--- config.mk ---
export PLATFORM = sky130hd
export DESIGN_NAME = inst_queue
export DESIGN_NICKNAME = d
export VERILOG_FILES = /design/src/rtl/inst_queue_pkg.sv /design/src/rtl/iq_storage.sv /design/src/rtl/inst_queue.sv
export SDC_FILE = /design/constraint.sdc
export NUM_CORES = 1
export LEC_CHECK = 0
export BUFFER_PORTS_ARGS = -buffer_cell sky130_fd_sc_hd__buf_2
export CAP_MARGIN = 20
export CORE_AREA = 4 4 170 156
export CTS_CLUSTER_SIZE = 10
export DETAILED_ROUTE_END_ITERATION = 10
export DIE_AREA = 0 0 174 160
export PLACE_DENSITY = 0.83
export SLEW_MARGIN = 5
export SYNTH_ARGS = -nofsm -noshare
export SYNTH_HDL_FRONTEND = slang
export SYNTH_SLANG_ARGS = --single-unit
export TNS_END_PERCENT = 10
--- constraint.sdc ---
create_clock -name clk_i -period 9.05 [get_ports clk_i]
set_input_delay 1.81 -clock clk_i [delete_from_list [all_inputs] [get_ports clk_i]]
set_output_delay 1.81 -clock clk_i [all_outputs]
set_load 0.02 [all_outputs]
--- src/rtl/inst_queue_pkg.sv ---
// ---------------------------------------------------------------------------
// inst_queue_pkg : shared types and constants for the fetch-to-decode queue
// Revision 1.0
// ---------------------------------------------------------------------------
`default_nettype none

package inst_queue_pkg;

  localparam logic [31:0] NOP_INST = 32'h0000_0013;

  localparam int IQ_ADDR_W = 32;
  localparam int IQ_INST_W = 32;

  // Level at which id_stall / flush take effect
  localparam logic STALL_ON = 1'b1;
  localparam logic FLUSH_ON = 1'b1;

  typedef struct packed {
    logic [IQ_ADDR_W-1:0] pc;
    logic [IQ_INST_W-1:0] inst;
    logic [IQ_ADDR_W-1:0] prediction;
  } iq_entry_t;

  function automatic int iq_entry_width(input int addr_w, input int inst_w);
    return 2 * addr_w + inst_w;
  endfunction

endpackage

`default_nettype wire

--- src/rtl/iq_storage.sv ---
// ---------------------------------------------------------------------------
// iq_storage : DEPTH x WIDTH register array, one write port, one async read
// Revision 1.0
// ---------------------------------------------------------------------------
`default_nettype none

module iq_storage #(
  parameter int DEPTH = 4,
  parameter int WIDTH = 96,
  parameter int AW    = $clog2(DEPTH)
) (
  input  logic             clk_i,
  input  logic             we_i,
  input  logic [AW-1:0]    waddr_i,
  input  logic [WIDTH-1:0] wdata_i,
  input  logic [AW-1:0]    raddr_i,
  output logic [WIDTH-1:0] rdata_o
);

  logic [WIDTH-1:0] r_mem_q [DEPTH];

  always_ff @(posedge clk_i) begin
    if (we_i) begin
      r_mem_q[waddr_i] <= wdata_i;
    end
  end

  assign rdata_o = r_mem_q[raddr_i];

endmodule

`default_nettype wire

--- src/rtl/inst_queue.sv ---
// ---------------------------------------------------------------------------
// inst_queue : IF->ID instruction queue with flush and NOP bubble on empty
// Revision 1.0
// ---------------------------------------------------------------------------
`default_nettype none

module inst_queue
  import inst_queue_pkg::*;
#(
  parameter int                 ADDR_W     = 32,
  parameter int                 INST_W     = 32,
  parameter int                 DEPTH      = 4,
  parameter logic [INST_W-1:0]  FLUSH_INST = INST_W'(NOP_INST)
) (
  input  logic                     clk_i,
  input  logic                     rst_i,
  input  logic                     flush_i,
  input  logic                     if_valid_i,
  output logic                     if_ready_o,
  input  logic [ADDR_W-1:0]        if_pc_i,
  input  logic [INST_W-1:0]        if_inst_i,
  input  logic [ADDR_W-1:0]        if_prediction_i,
  input  logic                     id_stall_i,
  output logic                     id_valid_o,
  output logic [ADDR_W-1:0]        id_pc_o,
  output logic [INST_W-1:0]        id_inst_o,
  output logic [ADDR_W-1:0]        id_prediction_o,
  output logic [$clog2(DEPTH):0]   count_o
);

  localparam int c_PTR_W   = $clog2(DEPTH);
  localparam int c_ENTRY_W = iq_entry_width(ADDR_W, INST_W);

  localparam logic [c_PTR_W:0]   c_DEPTH   = (c_PTR_W+1)'(DEPTH);
  localparam logic [c_PTR_W:0]   c_CNT_ONE = (c_PTR_W+1)'(1);
  localparam logic [c_PTR_W-1:0] c_PTR_ONE = c_PTR_W'(1);

  typedef struct packed {
    logic [ADDR_W-1:0] pc;
    logic [INST_W-1:0] inst;
    logic [ADDR_W-1:0] prediction;
  } entry_t;

  logic [c_PTR_W-1:0] r_rptr_q,  r_rptr_d;
  logic [c_PTR_W-1:0] r_wptr_q,  r_wptr_d;
  logic [c_PTR_W:0]   r_count_q, r_count_d;

  logic   w_flush;
  logic   w_ready;
  logic   w_valid;
  logic   w_push;
  logic   w_pop;
  entry_t w_wdata;
  entry_t w_rdata;

  assign w_flush = (flush_i == FLUSH_ON);
  assign w_ready = (r_count_q < c_DEPTH);
  assign w_valid = (r_count_q != '0);
  assign w_push  = if_valid_i & w_ready & ~w_flush;
  assign w_pop   = w_valid & (id_stall_i != STALL_ON) & ~w_flush;

  always_comb begin
    r_rptr_d  = r_rptr_q;
    r_wptr_d  = r_wptr_q;
    r_count_d = r_count_q;
    if (w_flush) begin
      r_rptr_d  = '0;
      r_wptr_d  = '0;
      r_count_d = '0;
    end else begin
      if (w_push) r_wptr_d = r_wptr_q + c_PTR_ONE;
      if (w_pop)  r_rptr_d = r_rptr_q + c_PTR_ONE;
      if (w_push && !w_pop) r_count_d = r_count_q + c_CNT_ONE;
      if (w_pop && !w_push) r_count_d = r_count_q - c_CNT_ONE;
    end
  end

  always_ff @(posedge clk_i) begin
    if (rst_i) begin
      r_rptr_q  <= '0;
      r_wptr_q  <= '0;
      r_count_q <= '0;
    end else begin
      r_rptr_q  <= r_rptr_d;
      r_wptr_q  <= r_wptr_d;
      r_count_q <= r_count_d;
    end
  end

  assign w_wdata.pc         = if_pc_i;
  assign w_wdata.inst       = if_inst_i;
  assign w_wdata.prediction = if_prediction_i;

  iq_storage #(
    .DEPTH (DEPTH),
    .WIDTH (c_ENTRY_W)
  ) u_storage (
    .clk_i   (clk_i),
    .we_i    (w_push),
    .waddr_i (r_wptr_q),
    .wdata_i (w_wdata),
    .raddr_i (r_rptr_q),
    .rdata_o (w_rdata)
  );

  // Stale array contents are masked by the bubble whenever the queue is empty
  assign id_valid_o      = w_valid;
  assign id_pc_o         = w_valid ? w_rdata.pc         : '0;
  assign id_inst_o       = w_valid ? w_rdata.inst       : FLUSH_INST;
  assign id_prediction_o = w_valid ? w_rdata.prediction : '0;
  assign if_ready_o      = w_ready;
  assign count_o         = r_count_q;

endmodule

`default_nettype wire

== After elaboration in Yosys (flattened, before gate mapping) ==
Memory sizes are Yosys's and may differ from the RTL's. A register that Yosys moved wholly into a read port is not among the register bits.
Cells that the tools add are included.
Word-level totals
  output and inout port bits: 101
  memories: 1
  RAM bits: 384
  word-level logic and storage cells: 31
  bits in registers: 7
  bits in latches: 0
  memory bits (read-only): 0
  bits of input ports: 101
Operators by class
  div/mod/pow operators: 0
  multiplexer cells: 9
  reduce and logical (&&, ||, !) cells: 7
  eq/ne operators: 0
  add/subtract/negate cells: 4
  bitwise logic cells: 6
  order comparisons: 1
  shift operators: 0
  $mul: 0
Memory list
  u_storage.r_mem_q: words 4, width 96, rd ports 1, clocked after memory_dff 1, wr ports 1, RTL line iq_storage.sv:20  | logic [WIDTH-1:0] r_mem_q [DEPTH];
Operator list (number)
  32-bit two-way mux: 3
  3-bit two-way mux: 2
  2-bit by 1-bit adder with 2-bit output, second input constant: 2
  1-bit AND: 4
  2-bit two-way mux: 2
  3-bit by 1-bit adder with 3-bit output, second input constant: 1
  3-bit less-than comparator, second input constant: 1
  3-bit nonzero test: 1
  3-bit by 1-bit subtractor with 3-bit output, second input constant: 1
  1-bit logical AND: 2
  1-bit logical NOT: 2
  1-bit two-way mux: 2
  1-bit inverter: 2
  2-bit nonzero test: 1
  2-bit OR reduction: 1

== Logic depth before layout (Yosys ltp) ==
Gate-level depths: netlist (run 1).
  word-level depth: 7
  gate-level depth with buffers: 9
  mapped depth without buffers: 8

== By module ==
From an unflattened synthesis (run 1), not the netlist that was laid out.
Second synthesis, totals
  cell total of the unflattened synthesis: 655
  area total of the unflattened synthesis: 14878.0 um2
Modules (own cells, without submodules)
  iq_storage: sequential area each 11531.1 um2, cells an instance 506, instances 1, area an instance 13874.6 um2
  inst_queue: sequential area each 140.1 um2, cells an instance 149, instances 1, area an instance 1003.5 um2

== Worst setup path before layout (run 1) ==
No wires, ideal clock.
  kind: input port to flip-flop
  start: in flush_i
  end: mem u_storage.r_mem_q[0][0], enable pin
  arrival time: 4.421 ns
  data required time: 8.584 ns
  stages: 2
  buffers on the path: 0
  path slack: 4.163 ns
  setup time: 0.466 ns
  cells stage by stage: nor3b_2 -> and2_1
Between the ends
  cells in the longest elaborated chain, start to end: 4
RTL lines
  start: declaration: RTL line inst_queue.sv:17  | input logic flush_i,
  1-bit inverter: RTL line inst_queue.sv:59  | assign w_push = if_valid_i & w_ready & ~w_flush;
  1-bit AND: RTL line inst_queue.sv:59
  1-bit two-way mux: RTL line iq_storage.sv:23  | if (we_i) begin
  1-bit two-way mux (not written as such): RTL line iq_storage.sv:24  | r_mem_q[waddr_i] <= wdata_i;
  end: declaration: RTL line iq_storage.sv:20
Every way passes these cells.

==> results of run 1 <==
[worst min-delay path, delay by kind of cell (launching register included)]
| kind | cells | cell delay (ns) |
|---|---|---|
| flops | 1 | 0.30 |
| compound gates | 2 | 0.15 |
[cells in the mapped netlist]
cell / number
sky130_fd_sc_hd__a21oi_1: 5
sky130_fd_sc_hd__and2_1: 4
sky130_fd_sc_hd__buf_2: 12
sky130_fd_sc_hd__buf_6: 5
sky130_fd_sc_hd__clkbuf_1: 17
sky130_fd_sc_hd__dfxtp_1: 9
sky130_fd_sc_hd__edfxtp_1: 384
sky130_fd_sc_hd__fa_1: 1
sky130_fd_sc_hd__ha_1: 5
sky130_fd_sc_hd__inv_1: 8
sky130_fd_sc_hd__mux2i_1: 1
sky130_fd_sc_hd__mux4_2: 96
sky130_fd_sc_hd__nand2b_1: 1
sky130_fd_sc_hd__nor2_1: 5
sky130_fd_sc_hd__nor2b_1: 93
sky130_fd_sc_hd__nor3_1: 2
sky130_fd_sc_hd__nor3b_2: 1
sky130_fd_sc_hd__o21ai_0: 3
sky130_fd_sc_hd__or2_1: 3
sky130_fd_sc_hd__or2_2: 1
sky130_fd_sc_hd__or3_1: 3
sky130_fd_sc_hd__xnor2_1: 1
sky130_fd_sc_hd__xor2_1: 2
[cell families after synthesis]
group | count (synthesis) | share of synthesized area [%]
buffers and inverters | 42 | 1.41
muxes | 97 | 14.5
xor gates and xnor gates | 3 | 0.176
DFF | 393 | 78.4
adders and majority gates | 6 | 0.553
and+or+nand+nor | 113 | 4.67
AOI/OAI and AO/OA | 8 | 0.268
[power breakdown]
part	switching, mW	internal [mW]	leakage [nW]
logic	0.0872	0.0603	1.73
registers	0.00716	2.03	3.56
clock network	0.637	0.938	0.608
total	0.731	3.03	5.90
[final timing paths]
check	start	endpoint	slack, ns
max	flip-flop	id_inst_o[9]	4.41
min	r_rptr_q[1]	flip-flop	0.49
max reg2reg	count_o[2]	u_storage.r_mem_q[0][22]	6.30
min reg2reg	r_rptr_q[1]	flip-flop	0.49
[sequential cells by signal, summed over array words and instances (netlist names), named ones only]
signal             count
r_rptr_q               2
r_wptr_q               2
count_o                3
u_storage.r_mem_q    384
[layout make-up]
cell class | count | share of cell area [%]
clock buffers | 64 | 7.08
diodes | 3 | 0.0429
well taps | 313 | 2.24
flip-flops and latches | 393 | 66.9
clock inverters | 2 | 0.100
repair buffers | 210 | 6.13
inverters | 8 | 0.171
multi-input cells | 227 | 17.3
[metal layers]
layer,wire (um),vias to the layer above,global-route usage [%]
li1,-,3125,-
met1,11800,3637,29.3
met2,13900,277,32.1
met3,2240,56,5.80
met4,597,10,5.04
met5,44,-,0
==> flow_summary.yaml, run 1 <==
status:
  outcome: "completed"
synth:
  synthesis.area_um2: 14900
  syn_nets: 769
  synth_seq_cells: 393
  ys_top_cells_by_area: "sky130_fd_sc_hd__edfxtp_1, sky130_fd_sc_hd__mux4_2, sky130_fd_sc_hd__nor2b_1"
  yosys.area.top_type: "sky130_fd_sc_hd__edfxtp_1"
  synth.yosys.seq_area_share_pct: 78.4
  netlist_instances: 662
  ys_types: 23
  syn_avg_cell_area_um2: 22.6
  yosys.area.top_type_share_pct: 77.2
  synth-warning-count: 0
detailed_routing:
  wirelength_mm: 28.5
  routed_wire_length_per_instance_um: 23.4
  route.antenna.remaining_nets: 0
  vias_after_detailed_routing: 7105
  dr.pass1.iters: 7
  vias_per_cell: 5.82
  detail_route.drc_violations: 0
  drt_first_iter_violations: 656
worst_setup_path:
  timing.critical_path.from_type: "flip-flop"
  timing.critical_path.cells: "buf_4, mux4_2, nor2b_1, buf_2"
  timing.critical_path.fanout_max: 49
  reg2regPathDepth: 3
  cp_slowest_stage_delay_ns: 0.81
  crit_buf_inv: 2
  critPathSlowestCell: "sky130_fd_sc_hd__dfxtp_4"
  critical_path_depth: 4
  path_delay_family: "buffers and inverters"
  cp-end-kind: "primary output"
  worstSetupPathType: "flip-flop to primary output"
  cp_data_arrival_time_ns: 2.83
  critPathRequiredTime_ns: 7.24
clock_network:
  clk_transition_reported_paths_ns: 0.05
  cts.repair.resized: 0
  postCtsHoldBufs: 0
  post-cts-setup-buffer-count: 0
  cts_inserted_buffers: 45
  clock_latency_late_sink_ns: 0.52
  cts-root-to-sink-buffers: 3
  clock_tree_from_tritoncts: "yes"
  clk_root_buffer_cell: "sky130_fd_sc_hd__clkbuf_16"
  clock_sink_count: 393
  cts-htree-levels: 2
floorplanning:
  coreArea_um2: 24800
  floorplan.initialDensity_pct: 60.3
  die_h_um: 160
  core.rowCount: 55
  die_w_um: 174
  fp.dieArea_um2: 27800
  ios: 202
sta:
  tns_ns: 0
  finalHoldViolCount: 0
  grt_setup_unrepaired: "no"
  slew-limit-headroom_pct: 31.5
  setup_ws_ns: 4.41
  clock_skew_ns: 0.0113
  post-route-min-period_ns: 4.64
  fmax_ghz: 0.215
  timing.hold.ws_ns: 0.494
  timing_worst_slew_pin_value_ns: 1.03
  setup_viol: 0
  slew_viol_final: 0
  layout_worst_path_cycle_share_pct: 51.3
final_layout:
  synthesis_to_finish_area_growth_pct: 17.2
  final_cell_mix: "sky130_fd_sc_hd__edfxtp_1, sky130_fd_sc_hd__buf_2, sky130_fd_sc_hd__mux4_2"
  layoutNonFillerInstCount: 1220
  total_non_filler_cell_area_in_the_finished_layout_um2: 17500
  most_common_cell_after_layout_fill_and_taps_aside: "sky130_fd_sc_hd__edfxtp_1"
  fin_util_pct: 70.7
  drive_above_1_share_pct: 40.3
  multiInputGateArea_um2: 3030
  fin_nets: 992
  sequential_cell_area_um2: 11700
  filler_cell_count: 1477
place:
  numPortBuffers: 201
  preCtsSetupSlack_ns: 4.76
  gp_congestion: 0.744
  place.detailed.instances: 1151
  postPlaceCellArea_um2: 16200
  dp.final_hpwl_mm: 16.9
power_and_ir_drop:
  finalPower_mw: 3.76
  power_density_normalized_to_cell_area_nw_per_um2: 215
  power_leakage_nw: 5.90
  peakVddDrop_uv: 184
global_routing:
  global_route_wire_length_before_repair_mm: 44.6
  vias_in_the_first_global_route: 7714
  grt_remaining_overflow: 0
  antenna_found_initial: 7
  grt_usage_pct: 20.5
  grt_start_max_net_pins: 72
worst_hold_path:
  hold_path_class: "flip-flop to flip-flop"
  hold_path_depth: 2
flow_run:
  drv_cap: 0
No activity file was read; power rests on OpenSTA's default activity.
==> inputs of run 2 (changes only) <==
--- a/config.mk
+++ b/config.mk
@@ -7,11 +7,11 @@
 export LEC_CHECK = 0
 export BUFFER_PORTS_ARGS = -buffer_cell sky130_fd_sc_hd__buf_2
 export CAP_MARGIN = 20
-export CORE_AREA = 4 4 170 156
+export CORE_AREA = 4 4 176 161
 export CTS_CLUSTER_SIZE = 10
 export DETAILED_ROUTE_END_ITERATION = 10
-export DIE_AREA = 0 0 174 160
-export PLACE_DENSITY = 0.83
+export DIE_AREA = 0 0 180 165
+export PLACE_DENSITY = 0.78
 export SLEW_MARGIN = 5
 export SYNTH_ARGS = -nofsm -noshare
 export SYNTH_HDL_FRONTEND = slang
==> constraint.sdc (replaced) <==
create_clock -name clk_i -period 4.55 [get_ports clk_i]
set_input_delay 0.91 -clock clk_i [delete_from_list [all_inputs] [get_ports clk_i]]
set_output_delay 0.91 -clock clk_i [all_outputs]
set_load 0.02 [all_outputs]
==> run 2 against run 1 <==
Critical path depth is the same. Count of clock-buffer cells in the layout increased by 2. Total power is 99% higher. Routed wire length decreased by 1.3%. Via count rose by 0.30%. Core utilization is 4.1 points lower. Combinational power up 97%. Final area is 1.1% higher. Highest routed layer unchanged.
==> flow_summary.yaml, run 2 (same netlist as run 1, synthesis figures left out) <==
status:
  outcome: "completed"
worst_setup_path:
  timing.critical_path.cells: "buf_4, mux4_2, or2_1, buf_2"
  critPathSlowestCell: "sky130_fd_sc_hd__dfxtp_4"
  timing.critical_path.from_type: "flip-flop"
  critPathRequiredTime_ns: 3.64
  worstSetupPathType: "flip-flop to primary output"
  cp-end-kind: "primary output"
  cp_data_arrival_time_ns: 2.62
  timing.critical_path.fanout_max: 35
  cp_slowest_stage_delay_ns: 0.83
  reg2regPathDepth: 9
  rr_startpoint: "count_o[2]"
  rrSetupSlack_ns: 2.09
final_layout:
  sequential_cell_area_um2: 11700
  total_non_filler_cell_area_in_the_finished_layout_um2: 17700
  multiInputGateArea_um2: 3030
  fin_util_pct: 66.6
  filler_cell_count: 1688
  synthesis_to_finish_area_growth_pct: 18.5
  registers.top_by_ff_count: "u_storage.r_mem_q"
  most_common_cell_after_layout_fill_and_taps_aside: "sky130_fd_sc_hd__edfxtp_1"
  drive_above_1_share_pct: 40.6
  fin_nets: 998
  largest_reg_flops: 384
  final_cell_mix: "sky130_fd_sc_hd__edfxtp_1, sky130_fd_sc_hd__buf_2, sky130_fd_sc_hd__mux4_2"
  layoutNonFillerInstCount: 1270
place:
  gp_congestion: 0.746
  preCtsSetupSlack_ns: 1.52
  numPortBuffers: 201
  postPlaceCellArea_um2: 16400
  place.detailed.instances: 1198
  dp.final_hpwl_mm: 16.7
clock_network:
  clk_transition_reported_paths_ns: 0.05
  clock_latency_late_sink_ns: 0.53
  postCtsHoldBufs: 0
  clk_root_buffer_cell: "sky130_fd_sc_hd__clkbuf_16"
  cts-root-to-sink-buffers: 3
  clock_sink_count: 393
  cts-htree-levels: 2
  cts_inserted_buffers: 45
  post-cts-setup-buffer-count: 0
  clock_tree_from_tritoncts: "yes"
  cts.repair.resized: 0
detailed_routing:
  vias_after_detailed_routing: 7126
  detail_route.drc_violations: 0
  dr.pass1.iters: 5
  wirelength_mm: 28.1
  vias_per_cell: 5.61
  routed_wire_length_per_instance_um: 22.2
  route.antenna.remaining_nets: 0
  drt_first_iter_violations: 556
global_routing:
  grt_start_max_net_pins: 64
  grt_usage_pct: 19.1
  vias_in_the_first_global_route: 7675
  grt_remaining_overflow: 0
  antenna_found_initial: 8
  global_route_wire_length_before_repair_mm: 44.0
sta:
  clock_skew_ns: 0.0175
  finalHoldViolCount: 0
  slew-limit-headroom_pct: 50.5
  post-route-min-period_ns: 3.53
  slew_viol_final: 0
  layout_worst_path_cycle_share_pct: 77.5
  grt_setup_unrepaired: "no"
  timing.hold.ws_ns: 0.506
  timing_worst_slew_pin_value_ns: 0.743
  setup_ws_ns: 1.02
  tns_ns: 0
  setup_viol: 0
  fmax_ghz: 0.284
power_and_ir_drop:
  pwr-share-seq_pct: 54.1
  finalPower_mw: 7.48
  p_sw_share_pct: 19.4
  peakVddDrop_uv: 324
  power_density_normalized_to_cell_area_nw_per_um2: 422
  cell_internal_pwr_mw: 6.03
  clkPwrFrac_pct: 42.0
  power_leakage_nw: 5.95
  p_sw_mw: 1.45
  power.combinational.fraction_pct: 3.9
worst_hold_path:
  worstHoldStart: "r_rptr_q[1]"
  hold_path_depth: 2
  hold_path_class: "flip-flop to flip-flop"
floorplanning:
  die_w_um: 180
  die_h_um: 165
  ios: 202
  floorplan.initialDensity_pct: 56.2
  core.rowCount: 57
  fp.dieArea_um2: 29700
  coreArea_um2: 26600
flow_run:
  drv_cap: 0
==> run 2: worst paths after layout <==
| kind | to |
|---|---|
| worst max register to register | count_o[2] |
| worst min register to register | flip-flop |
| worst min-delay path | flip-flop |
| worst max-delay path | id_inst_o[1] |
==> run 2: area by class of cell <==
cell class / instances / share of cell area, %
sequential: 393 / 66.2
multi-input combinational: 227 / 17.1
clock buffer: 66 / 7.05
timing repair buffer: 216 / 6.81
tap: 354 / 2.50
inverter: 8 / 0.170
clock inverter: 2 / 0.0919
antenna: 4 / 0.0565
==> run 2: layer usage <==
metal / GRT usage (%) / up-vias / share of wire, %
li1: - / 3133 / -
met1: 25.3 / 3660 / 40
met2: 30.8 / 268 / 49
met3: 6.58 / 57 / 9.2
met4: 5.61 / 8 / 2.2
met5: 0 / - / 0.15
==> run 2: critical path, delay by kind of cell, from the launching register on <==
family / cells / cell delay [ns]
flops: 1 / 0.83
mux: 1 / 0.51
buf+inv: 2 / 0.49
simple gates: 1 / 0.24
==> run 2: power groups by stage <==
stage                     combinational, mW  sequential (mW)  clock [mW]
after detailed placement              0.295             4.12           0
after global routing                  0.320             4.05        3.37
after floorplan                       0.155             4.12           0
after global placement                0.286             4.12           0
after CTS                             0.297             4.05        3.20
final                                 0.292             4.05        3.14
==> inputs of run 3 (changes only) <==
--- a/config.mk
+++ b/config.mk
@@ -7,11 +7,11 @@
 export LEC_CHECK = 0
 export BUFFER_PORTS_ARGS = -buffer_cell sky130_fd_sc_hd__buf_2
 export CAP_MARGIN = 20
-export CORE_AREA = 4 4 176 161
+export CORE_AREA = 4 4 184 168
 export CTS_CLUSTER_SIZE = 10
 export DETAILED_ROUTE_END_ITERATION = 10
-export DIE_AREA = 0 0 180 165
-export PLACE_DENSITY = 0.78
+export DIE_AREA = 0 0 188 172
+export PLACE_DENSITY = 0.75
 export SLEW_MARGIN = 5
 export SYNTH_ARGS = -nofsm -noshare
 export SYNTH_HDL_FRONTEND = slang
==> constraint.sdc (replaced) <==
create_clock -name clk_i -period 3.2 [get_ports clk_i]
set_input_delay 0.64 -clock clk_i [delete_from_list [all_inputs] [get_ports clk_i]]
set_output_delay 0.64 -clock clk_i [all_outputs]
set_load 0.02 [all_outputs]
==> run 3 against run 2 <==
Final cell count rose by 3.3%. Die area rose by 8.9%. Non-clock buffer count rose by 3. Combinational power rose by 45%. Clock power rose by 41%. Total power rose by 42%. Critical path depth did not move. Count of clock-buffer cells in the layout fell by 3. Sequential share of layout area fell by 0.46 points. First-iteration DRC count fell by 10%.
==> flow_summary.yaml, run 3 (same netlist as run 1, synthesis figures left out) <==
status:
  outcome: "completed"
clock_network:
  post-cts-setup-buffer-count: 0
  clock_tree_from_tritoncts: "yes"
  clock_latency_late_sink_ns: 0.52
  cts-root-to-sink-buffers: 3
  clk_root_buffer_cell: "sky130_fd_sc_hd__clkbuf_16"
  cts-htree-levels: 2
  clk_transition_reported_paths_ns: 0.05
  clock_sink_count: 393
  cts_inserted_buffers: 45
  postCtsHoldBufs: 0
  cts.repair.resized: 0
floorplanning:
  die_w_um: 188
  fp.dieArea_um2: 32300
  floorplan.initialDensity_pct: 51.8
  die_h_um: 172
  ios: 202
  coreArea_um2: 28900
  core.rowCount: 59
power_and_ir_drop:
  p_sw_mw: 2.02
  finalPower_mw: 10.6
  peakVddDrop_uv: 405
  power.combinational.fraction_pct: 4.0
  p_sw_share_pct: 19.1
  pwr-share-seq_pct: 54.3
  power_leakage_nw: 5.98
  clkPwrFrac_pct: 41.7
  power_density_normalized_to_cell_area_nw_per_um2: 594
  cell_internal_pwr_mw: 8.57
final_layout:
  synthesis_to_finish_area_growth_pct: 19.3
  filler_cell_count: 2035
  final_cell_mix: "sky130_fd_sc_hd__edfxtp_1, sky130_fd_sc_hd__buf_2, sky130_fd_sc_hd__mux4_2"
  total_non_filler_cell_area_in_the_finished_layout_um2: 17800
  most_common_cell_after_layout_fill_and_taps_aside: "sky130_fd_sc_hd__edfxtp_1"
  registers.top_by_ff_count: "u_storage.r_mem_q"
  drive_above_1_share_pct: 40.9
  largest_reg_flops: 384
  fin_nets: 1001
worst_setup_path:
  cp-end-kind: "primary output"
  critPathRequiredTime_ns: 2.56
  worstSetupPathType: "flip-flop to primary output"
  timing.critical_path.from_type: "flip-flop"
  timing.critical_path.fanout_max: 28
  rr_startpoint: "count_o[2]"
  cp_data_arrival_time_ns: 2.37
worst_hold_path:
  worstHoldStart: "if_inst_i[24]"
  hold_path_class: "input pin to flip-flop"
sta:
  fmax_ghz: 0.332
  grt_setup_unrepaired: "no"
  clock_skew_ns: 0.0174
  timing.hold.ws_ns: 0.324
  setup_viol: 0
  finalHoldViolCount: 0
  slew-limit-headroom_pct: 59.1
  timing_worst_slew_pin_value_ns: 0.613
  layout_worst_path_cycle_share_pct: 94.0
  post-route-min-period_ns: 3.01
  slew_viol_final: 0
detailed_routing:
  route.antenna.remaining_nets: 0
  drt_first_iter_violations: 500
  vias_per_cell: 5.41
  routed_wire_length_per_instance_um: 21.5
  wirelength_mm: 28.2
  vias_after_detailed_routing: 7095
  dr.pass1.iters: 4
  detail_route.drc_violations: 0
place:
  gp_congestion: 0.708
  postPlaceCellArea_um2: 16600
  dp.final_hpwl_mm: 17.0
  numPortBuffers: 201
global_routing:
  grt_start_max_net_pins: 97
  grt_remaining_overflow: 0
  global_route_wire_length_before_repair_mm: 43.4
  antenna_found_initial: 9
  grt_usage_pct: 17.4
  vias_in_the_first_global_route: 7639
flow_run:
  drv_cap: 0
-- run 3: metrics by stage --
| stage | std cells | setup WS [ns] | setup TNS (ns) | util, % |
|---|---|---|---|---|
| detailed placement | 1243 | 0.679 | 0 | 57.4 |
| global route | 1311 | 0.0138 | 0 | 61.8 |
| global placement | 1243 | 0.688 | 0 | 57.4 |
| floorplan | 662 | -0.516 | -148.70 | - |
| CTS | 1309 | 0.111 | 0 | 61.7 |
| finish | 1312 | 0.191 | 0 | 61.8 |
-- run 3: cell type report --
type                    count  area [um^2]  share of cell area, %
multi-input cells         227         3030                   17.0
diodes                      3         7.51                 0.0421
flip-flops and latches    393        11700                   65.7
clock buffers              63         1200                   6.75
well taps                 396          495                   2.78
clock inverters             3         47.5                  0.267
inverters                   8         30.0                  0.168
repair buffers            219         1290                   7.24
-- run 3: power groups by stage --
stage | Combinational [mW] | Sequential, mW | Clock, mW
after global routing | 0.462 | 5.75 | 4.76
after detailed placement | 0.429 | 5.86 | 0
after CTS | 0.430 | 5.75 | 4.53
after global placement | 0.417 | 5.85 | 0
final | 0.423 | 5.75 | 4.42
after floorplan | 0.220 | 5.86 | 0
-- run 3: critical path, cell delays in order (launching register included) --
cell	delay, ns
sky130_fd_sc_hd__dfxtp_4	0.65
sky130_fd_sc_hd__buf_12	0.30
sky130_fd_sc_hd__mux4_2	0.53
sky130_fd_sc_hd__nor2b_1	0.15
sky130_fd_sc_hd__buf_2	0.18
-- run 3: worst paths after layout --
path | slack [ns] | cells past startpoint | end
setup reg to reg | 1.16 | 8 | count_o[2]
hold reg to reg | 0.48 | 2 | flip-flop
hold / removal | 0.32 | 1 | u_storage.r_mem_q[3][56]
setup / recovery | 0.19 | 4 | id_inst_o[7]
-- run 3: per-layer routing --
| layer | part of all wire [%] | GRT usage (%) | up-vias |
|---|---|---|---|
| li1 | - | - | 3145 |
| met1 | 40 | 22.3 | 3672 |
| met2 | 50 | 29.4 | 216 |
| met3 | 8.3 | 6.10 | 50 |
| met4 | 1.4 | 3.96 | 12 |
| met5 | 0.23 | 0 | - |
